## src/rtl/jam_rr_scheduler.sv

```systemverilog
// Jam-mode round-robin green scheduler.
// Grants green to one jammed road at a time, holds it for a minimum time
// before honouring rotation, and inserts an all-red clearance between
// two different green roads.
module jam_rr_scheduler #(
  parameter int  N_ROADS   = 4,
  parameter int  MIN_GREEN = 8,
  parameter int  CLEAR_CYC = 2,
  localparam int RW        = (N_ROADS > 2) ? $clog2(N_ROADS) : 1
) (
  input  logic               clk,
  input  logic               rst_n,
  input  logic               jam_op_en,
  input  logic [N_ROADS-1:0] jam_sensor,
  input  logic               jam_start,
  input  logic               jam_rotation,
  output logic [N_ROADS-1:0] allow_jam,
  output logic [RW-1:0]      current_road,
  output logic               clearing,
  output logic               rotate_ack
);

  typedef enum logic [1:0] {
    S_IDLE  = 2'd0,
    S_GREEN = 2'd1,
    S_CLEAR = 2'd2
  } state_e;

  localparam logic [7:0]         MG       = 8'(MIN_GREEN);
  localparam logic [7:0]         CLR_LAST = (CLEAR_CYC > 0) ? 8'(CLEAR_CYC - 1) : 8'd0;
  localparam logic [N_ROADS-1:0] ONE      = {{(N_ROADS-1){1'b0}}, 1'b1};

  // One-hot decode of a road index.
  function automatic logic [N_ROADS-1:0] onehot(input logic [RW-1:0] idx);
    return ONE << idx;
  endfunction

  // Sensor bit at an integer position.
  function automatic logic sensor_at(input logic [N_ROADS-1:0] s, input int idx);
    return |(s & (ONE << idx));
  endfunction

  // Lowest-index jammed road; MSB of the result is the valid flag.
  function automatic logic [RW:0] pick_lowest(input logic [N_ROADS-1:0] s);
    logic [RW:0] r;
    r = {1'b0, {RW{1'b0}}};
    for (int i = N_ROADS - 1; i >= 0; i--) begin
      r = sensor_at(s, i) ? {1'b1, RW'(i)} : r;
    end
    return r;
  endfunction

  // First jammed road after cur, wrapping around and ending on cur itself.
  function automatic logic [RW:0] pick_next(input logic [N_ROADS-1:0] s,
                                            input logic [RW-1:0]      cur);
    logic [RW:0] r;
    int          idx;
    r = {1'b0, {RW{1'b0}}};
    for (int k = N_ROADS; k >= 1; k--) begin
      idx = (int'(cur) + k) % N_ROADS;
      r   = sensor_at(s, idx) ? {1'b1, RW'(idx)} : r;
    end
    return r;
  endfunction

  state_e             state_q, state_d;
  logic [RW-1:0]      cur_q, cur_d;
  logic [7:0]         gcnt_q, gcnt_d;
  logic [7:0]         ccnt_q, ccnt_d;
  logic [RW-1:0]      tgt_q, tgt_d;
  logic               tnone_q, tnone_d;
  logic               ack_q, ack_d;
  logic [N_ROADS-1:0] allow_q, allow_d;
  logic               clearing_q, clearing_d;

  logic [RW:0]        low_s;
  logic [RW:0]        next_s;
  logic [RW:0]        req_s;
  logic               have_req_s;
  logic [RW-1:0]      new_tgt_s;
  logic               new_none_s;

  // Next-state and next-output decision for the scheduler FSM.
  always_comb begin
    state_d    = state_q;
    cur_d      = cur_q;
    gcnt_d     = gcnt_q;
    ccnt_d     = ccnt_q;
    tgt_d      = tgt_q;
    tnone_d    = tnone_q;
    ack_d      = 1'b0;
    low_s      = pick_lowest(jam_sensor);
    next_s     = pick_next(jam_sensor, cur_q);
    req_s      = {1'b0, {RW{1'b0}}};
    have_req_s = 1'b0;
    new_tgt_s  = tgt_q;
    new_none_s = tnone_q;

    if (!jam_op_en) begin
      state_d = S_IDLE;
      cur_d   = {RW{1'b0}};
      gcnt_d  = 8'd0;
      ccnt_d  = 8'd0;
      tgt_d   = {RW{1'b0}};
      tnone_d = 1'b1;
    end else begin
      case (state_q)
        S_IDLE: begin
          if (jam_start && low_s[RW]) begin
            state_d = S_GREEN;
            cur_d   = low_s[RW-1:0];
            gcnt_d  = 8'd0;
          end else begin
            state_d = S_IDLE;
          end
        end

        S_GREEN: begin
          gcnt_d = (gcnt_q != MG) ? gcnt_q + 8'd1 : MG;
          // Start outranks rotation; rotation only counts once the minimum green has elapsed.
          if (jam_start) begin
            have_req_s = 1'b1;
            req_s      = low_s;
          end else if (jam_rotation && (gcnt_q == MG)) begin
            have_req_s = 1'b1;
            req_s      = next_s;
            ack_d      = 1'b1;
          end else begin
            have_req_s = 1'b0;
          end

          if (have_req_s) begin
            if (!req_s[RW]) begin
              if (CLEAR_CYC == 0) begin
                state_d = S_IDLE;
                gcnt_d  = 8'd0;
              end else begin
                state_d = S_CLEAR;
                ccnt_d  = 8'd0;
                tgt_d   = {RW{1'b0}};
                tnone_d = 1'b1;
              end
            end else if (req_s[RW-1:0] == cur_q) begin
              gcnt_d = 8'd0;
            end else if (CLEAR_CYC == 0) begin
              cur_d  = req_s[RW-1:0];
              gcnt_d = 8'd0;
            end else begin
              state_d = S_CLEAR;
              ccnt_d  = 8'd0;
              tgt_d   = req_s[RW-1:0];
              tnone_d = 1'b0;
            end
          end else begin
            state_d = S_GREEN;
          end
        end

        S_CLEAR: begin
          // Only a start request may retarget; the clearance count keeps running.
          if (jam_start) begin
            new_tgt_s  = low_s[RW-1:0];
            new_none_s = ~low_s[RW];
          end else begin
            new_tgt_s  = tgt_q;
            new_none_s = tnone_q;
          end
          tgt_d   = new_tgt_s;
          tnone_d = new_none_s;

          if (ccnt_q == CLR_LAST) begin
            ccnt_d  = 8'd0;
            tnone_d = 1'b1;
            if (new_none_s) begin
              state_d = S_IDLE;
            end else begin
              state_d = S_GREEN;
              cur_d   = new_tgt_s;
              gcnt_d  = 8'd0;
            end
          end else begin
            ccnt_d = ccnt_q + 8'd1;
          end
        end

        default: begin
          state_d = S_IDLE;
          cur_d   = {RW{1'b0}};
          gcnt_d  = 8'd0;
          ccnt_d  = 8'd0;
          tnone_d = 1'b1;
        end
      endcase
    end

    allow_d    = (state_d == S_GREEN) ? onehot(cur_d) : {N_ROADS{1'b0}};
    clearing_d = (state_d == S_CLEAR);
  end

  // State and registered outputs with synchronous active-low reset.
  always_ff @(posedge clk) begin
    if (!rst_n) begin
      state_q    <= S_IDLE;
      cur_q      <= {RW{1'b0}};
      gcnt_q     <= 8'd0;
      ccnt_q     <= 8'd0;
      tgt_q      <= {RW{1'b0}};
      tnone_q    <= 1'b1;
      ack_q      <= 1'b0;
      allow_q    <= {N_ROADS{1'b0}};
      clearing_q <= 1'b0;
    end else begin
      state_q    <= state_d;
      cur_q      <= cur_d;
      gcnt_q     <= gcnt_d;
      ccnt_q     <= ccnt_d;
      tgt_q      <= tgt_d;
      tnone_q    <= tnone_d;
      ack_q      <= ack_d;
      allow_q    <= allow_d;
      clearing_q <= clearing_d;
    end
  end

  assign allow_jam    = allow_q;
  assign current_road = cur_q;
  assign clearing     = clearing_q;
  assign rotate_ack   = ack_q;

endmodule
```

## config.mk

```make
export PLATFORM = sky130hd
export DESIGN_NAME = jam_rr_scheduler
export DESIGN_NICKNAME = d
export VERILOG_FILES = /design/src/rtl/jam_rr_scheduler.sv
export SDC_FILE = /design/constraint.sdc
export NUM_CORES = 1
export LEC_CHECK = 0
export BUFFER_PORTS_ARGS = -buffer_cell sky130_fd_sc_hd__buf_2
export CAP_MARGIN = 10
export CORE_AREA = 3 3 82 84
export DETAILED_ROUTE_END_ITERATION = 8
export DIE_AREA = 0 0 85 87
export GPL_ROUTABILITY_DRIVEN = 0
export SYNTH_ARGS = -nofsm -noshare
export SYNTH_HDL_FRONTEND = slang
export SYNTH_SLANG_ARGS = --single-unit
```

## constraint.sdc

```tcl
create_clock -name clk -period 5.9 [get_ports clk]
set_input_delay 1.18 -clock clk [delete_from_list [all_inputs] [get_ports clk]]
set_output_delay 1.18 -clock clk [all_outputs]
set_load 0.02 [all_outputs]
```

Word level (Yosys, flattened, before mapping):

Cells that the tools add are included.

* register bits: 29
* bits of input ports: 9
* output and inout bits: 8

* $add $sub $neg: 6
* equal/unequal tests: 13
* shifts and indexed selects: 5
* muxes and demuxes: 55
* bitwise logic cells: 13
* reductions and logical operators: 18

Operators with widths (number)
* $shl A1 B32 Y4 const A: 4
* $mux W8: 11
* $pmux W8 S3: 2
* $mux W3: 12
* $mux W2: 13
* $reduce_or A4 Y1: 5
* $add A8 B1 Y8 const B: 2
* $and A4 B4 Y4: 4
* $mux W1: 13
* $pmux W2 S3: 2
* $reduce_and A3 Y1: 3
* $eq A8 B1 Y1 const B: 1
* $eq A8 B4 Y1 const B: 1
* $ne A2 B2 Y1 const B: 4
* $ne A8 B4 Y1 const B: 1
* $reduce_or A2 Y1: 4
* $not A1 Y1: 5
* $add A2 B1 Y2 const B: 2
* $add A2 B2 Y2 const B: 2
* $and A1 B1 Y1 const A: 4
* $eq A2 B1 Y1 const B: 2
* $eq A2 B2 Y1 const B: 2
* $pmux W2 S2: 1
* $reduce_and A2 Y1: 2
* other kinds (7): 8

Logic depth before layout (Yosys ltp):

* depth after elaboration: 22
* depth in mapped cells: 10
* gate-level depth less buffers: 9

Worst setup path before layout:

No wires, ideal clock.

* path kind: input-to-reg
* start: input jam_sensor[1]
* end: register allow_q[1] (netlist: allow_jam[1])
* library setup time: 0.080 ns
* arrival time: 3.014 ns
* required time: 5.820 ns
* path slack: 2.806 ns
* stages on the path: 8
* buffers on the path: 1
* cells stage by stage: buf_4 > a22oi_1 > and2_2 > a311o_1 > o21ba_4 > or4_4 > a2bb2oi_2 > nor3b_1

* longest elaborated chain between the ends: 18
* elaborated cells between the ends (all ways): 41
* classes of those cells: 2 x eq/ne; 1 x shift; 27 x mux; 5 x bitwise; 6 x reduce/logical

RTL lines
* start: declaration: line 14 `input logic [N_ROADS-1:0] jam_sensor,`
* $and A4 B4 Y4: line 40 `return |(s & (ONE << idx));`
* $reduce_or A4 Y1: line 40
* $mux W3 (4 in series): line 61 `r = sensor_at(s, idx) ? {1'b1, RW'(idx)} : r;`
* $mux W3: line 124 `end else if (jam_rotation && (gcnt_q == MG)) begin`
* $mux W3: line 121 `if (jam_start) begin`
* $mux W3: line 107 `case (state_q)`
* $mux W3: line 99 `if (!jam_op_en) begin`
* $eq A2 B2 Y1: line 143 `end else if (req_s[RW-1:0] == cur_q) begin`
* $mux W2: line 143
* $mux W2: line 133 `if (!req_s[RW]) begin`
* $mux W2: line 132 `if (have_req_s) begin`
* $pmux W2 S3: line 107
* $mux W2: line 99
* $eq A2 B1 Y1: line 196 `allow_d = (state_d == S_GREEN) ? onehot(cur_d) : {N_ROADS{1'b0}};`
* $reduce_and A2 Y1 (no line)
* end signal: assignment: line 210 `allow_q <= {N_ROADS{1'b0}};`
* end signal: assignment: line 220 `allow_q <= allow_d;`
* end: declaration: line 73 `logic [N_ROADS-1:0] allow_q, allow_d;`

Parallel ways exist; a longest one is shown, timed or not. The select of a mux whose other input is x is not followed.
A chain may end at the register's enable or synchronous reset.

Worst setup path in the final report:

* start: input jam_sensor[0]
* end: register ccnt_q[2]

* longest elaborated chain between the ends: 13
* elaborated cells between the ends (all ways): 23
* classes of those cells: 2 x eq/ne; 12 x mux; 4 x bitwise; 5 x reduce/logical

RTL lines
* $and A4 B4 Y4: line 40
* $reduce_or A4 Y1: line 40
* $mux W3 (4 in series): line 61
* $mux W3: line 124
* $mux W3 *: line 121
* $mux W3 *: line 107
* $mux W3 *: line 99
* $eq A2 B2 Y1 / $mux W8 (equally long branches): line 143, 133
* $ne A3 B3 Y1 (no line) / $mux W8 (equally long branches)
* $reduce_and A3 Y1 (no line) / $pmux W8 S3 (equally long branches)
* end signal: assignment: line 216 `ccnt_q <= ccnt_d;`
* end: declaration: line 69 `logic [7:0] ccnt_q, ccnt_d;`

Every way passes the cells marked *; elsewhere a longest branch is shown, timed or not. The select of a mux whose other input is x is not followed.

==> run metrics <==
layout cell share with drive strength beyond 1 15.33%; Hold Fails Final Rpt 0; Max rail drop VDD 0.09662 mV; Tot GR Track Use 14.45%; DR vias/cell 5.762; Seq/Total Area, Yosys 27.67%; total power 416.8 uW; actual slew at the worst max-slew pin 799.4 ps; Slew Viols, Final 0; CTS Hold Buffers Added 0; worst hold path class reg -> reg; Starting DRT DRC Count 114; final setup violation count 0; nets 294; initial antenna violation count 0; post-route setup TNS 0 ps; RSZ-0062 raised after global routing false; Synthesis Warnings 0; Routed WL 5005 um; Fillers 606; TritonRoute pass-1 iters 4; Resized Gates After CTS 0; DRC 0; Synth Instances 260; remaining antenna violation count 0; total CTS buffers 5; CORE AREA 5991 um^2; Worst Skew 7.228 ps; most frequent cells in the layout 29 x nand2_1, 29 x dfxtp_1, 16 x nand3_1, 16 x buf_2, 13 x inv_1; Most used DFF post-synth dfxtp_1; pin count of the biggest net entering global routing 23; Vias 2011; Die W 85 um; vias in the first global route 1908; Reg clk slew, reported paths 70 ps; total die area 7395 um^2; Slowest-stage cell, CP or4_4; Final min period 3076 ps; Final Cycle Share 52.13%; Antenna Cells 0; first-pass GRT wire length 8769 um; clock tree sinks 29; status finished clean; PD cells 179.9 nW/um^2; FFs w/ async S/R, synth 0%; Maximum Capacitance Violations 0; effective utilization at floorplan 35.03%; CP cell instances buf_2 -> or4_4 -> nand2_1 -> a21oi_1 -> o221ai_2 -> o31a_1 -> o211ai_2 -> o32ai_1; Cell Area, Synth 2098 um^2; Critical Path End Type register; Root Driver clkbuf_8; mean area per synthesized cell 8.070 um^2; Critical Path Start Type input port; Skew-Pair Late Insertion Delay 280 ps; CTS HTree Levels 2; CTS tree yes; P_leak 0.0008975 uW; number of enable flip-flop cells after synthesis 0; Synth cell types 62; Post-DP HPWL 3722 um; Syn Nets 281; Rows 28; global route total overflow 0; # IOs 17; Req. time, crit path 6080 ps; CP arrival 3260 ps; Post-CTS Setup Bufs 0; Slowest Stage Delay on Critical Path 570 ps; port buffer count 16; critical setup path kind in -> reg; DR WL/cell 14.34 um; normalized max-slew margin 45.95%; Peak Freq 325.1 MHz; Yosys reg bits 29; area delta synth->final 10.44%; Die Ht 87 um; Clock Tree Buf Depth 2; CP max FO 7
-- routing by layer --
metal	track usage [%]	routed length [um]	up-vias	part of all wire, %
li1	-	-	1027	-
met2	23.23	2243	37	45
met5	0	0	-	0
met1	19.04	2508	942	50
met4	4.892	70	0	1.4
met3	3.311	182	5	3.6
-- synth_stat cells, types with 4 or more instances --
cell	n	area share [%]
nand3_1	16	3.8
nor3b_1	4	1.4
nand2_1	29	5.2
a22oi_1	10	3.6
o21ai_0	10	2.4
and3_1	11	3.3
ha_1	12	7.2
and2_1	4	1.2
clkbuf_1	9	1.6
nor2_1	12	2.1
nor3_1	5	1.2
nand2b_1	4	1.2
o32ai_1	5	2.1
dfxtp_1	29	28
a21oi_1	12	2.9
nor2b_1	4	1.2
o211ai_1	4	1.4
nor4_1	6	1.8
inv_1	13	2.3
-- state kept, by name, indices dropped and copies added (netlist names) --
signal        count
allow_jam         4
state_q           2
gcnt_q            8
ccnt_q            8
current_road      2
clearing          1
rotate_ack        1
tgt_q             2
tnone_q           1
-- metrics by stage --
stage / instances / worst slack [ps] / area, um^2 / util (%) / hold slack, ps
after floorplan: 260 / 2806 / 2098 / - / 451.0
after global placement: 341 / 2593 / 2231 / 37.24 / 474.3
after detailed placement: 341 / 2537 / 2231 / 37.24 / 475.8
after CTS: 349 / 2840 / 2317 / 38.68 / 485.7
after global routing: 349 / 2546 / 2317 / 38.68 / 528.2
final: 349 / 2824 / 2317 / 38.68 / 485.1
-- area by class of cell --
type | instances | area, um^2 | share of cell area [%]
clock buffers | 5 | 68.82 | 2.970
clock inverters | 3 | 17.52 | 0.7559
inverters | 14 | 52.55 | 2.268
well taps | 75 | 93.84 | 4.050
flip-flops and latches | 29 | 580.6 | 25.05
multi-input cells | 207 | 1424 | 61.45
repair buffers | 16 | 80.08 | 3.456
-- final timing paths --
check,from,endpoint,slack [ps],depth (start not counted)
setup / recovery,jam_sensor[0],ccnt_q[2]$_SDFFE_PN0P_,2820,8
hold / removal,ccnt_q[7]$_SDFFE_PN0P_,ccnt_q[7]$_SDFFE_PN0P_,490,2
setup reg to reg,current_road[0]$_SDFF_PN0_,ccnt_q[0]$_SDFFE_PN0P_,2950,9
hold reg to reg,ccnt_q[7]$_SDFFE_PN0P_,ccnt_q[7]$_SDFFE_PN0P_,490,2
-- power breakdown --
part	switching (uW)	internal [uW]
Clock	78.8	81.2
Combinational	37.7	20.3
Sequential	1.69	197
Total	118	299
-- worst max-delay path: cells and delay by family --
kind / cells / cell delay [ps]
AOI/OAI and AO/OA: 5 / 1200
buffers and inverters: 1 / 140
and+or+nand+nor: 2 / 720
-- cells by family (layout without fill, tap and decap cells) --
family	after synthesis	after routing	synth area share, %
and+or+nand+nor	114	114	30.89
muxes	1	1	0.4771
AOI/OAI and AO/OA	80	80	29.34
buffers and inverters	24	38	4.472
DFF	29	29	27.67
adders and majority gates	12	12	7.155
Power figures use the tool's default switching activity.
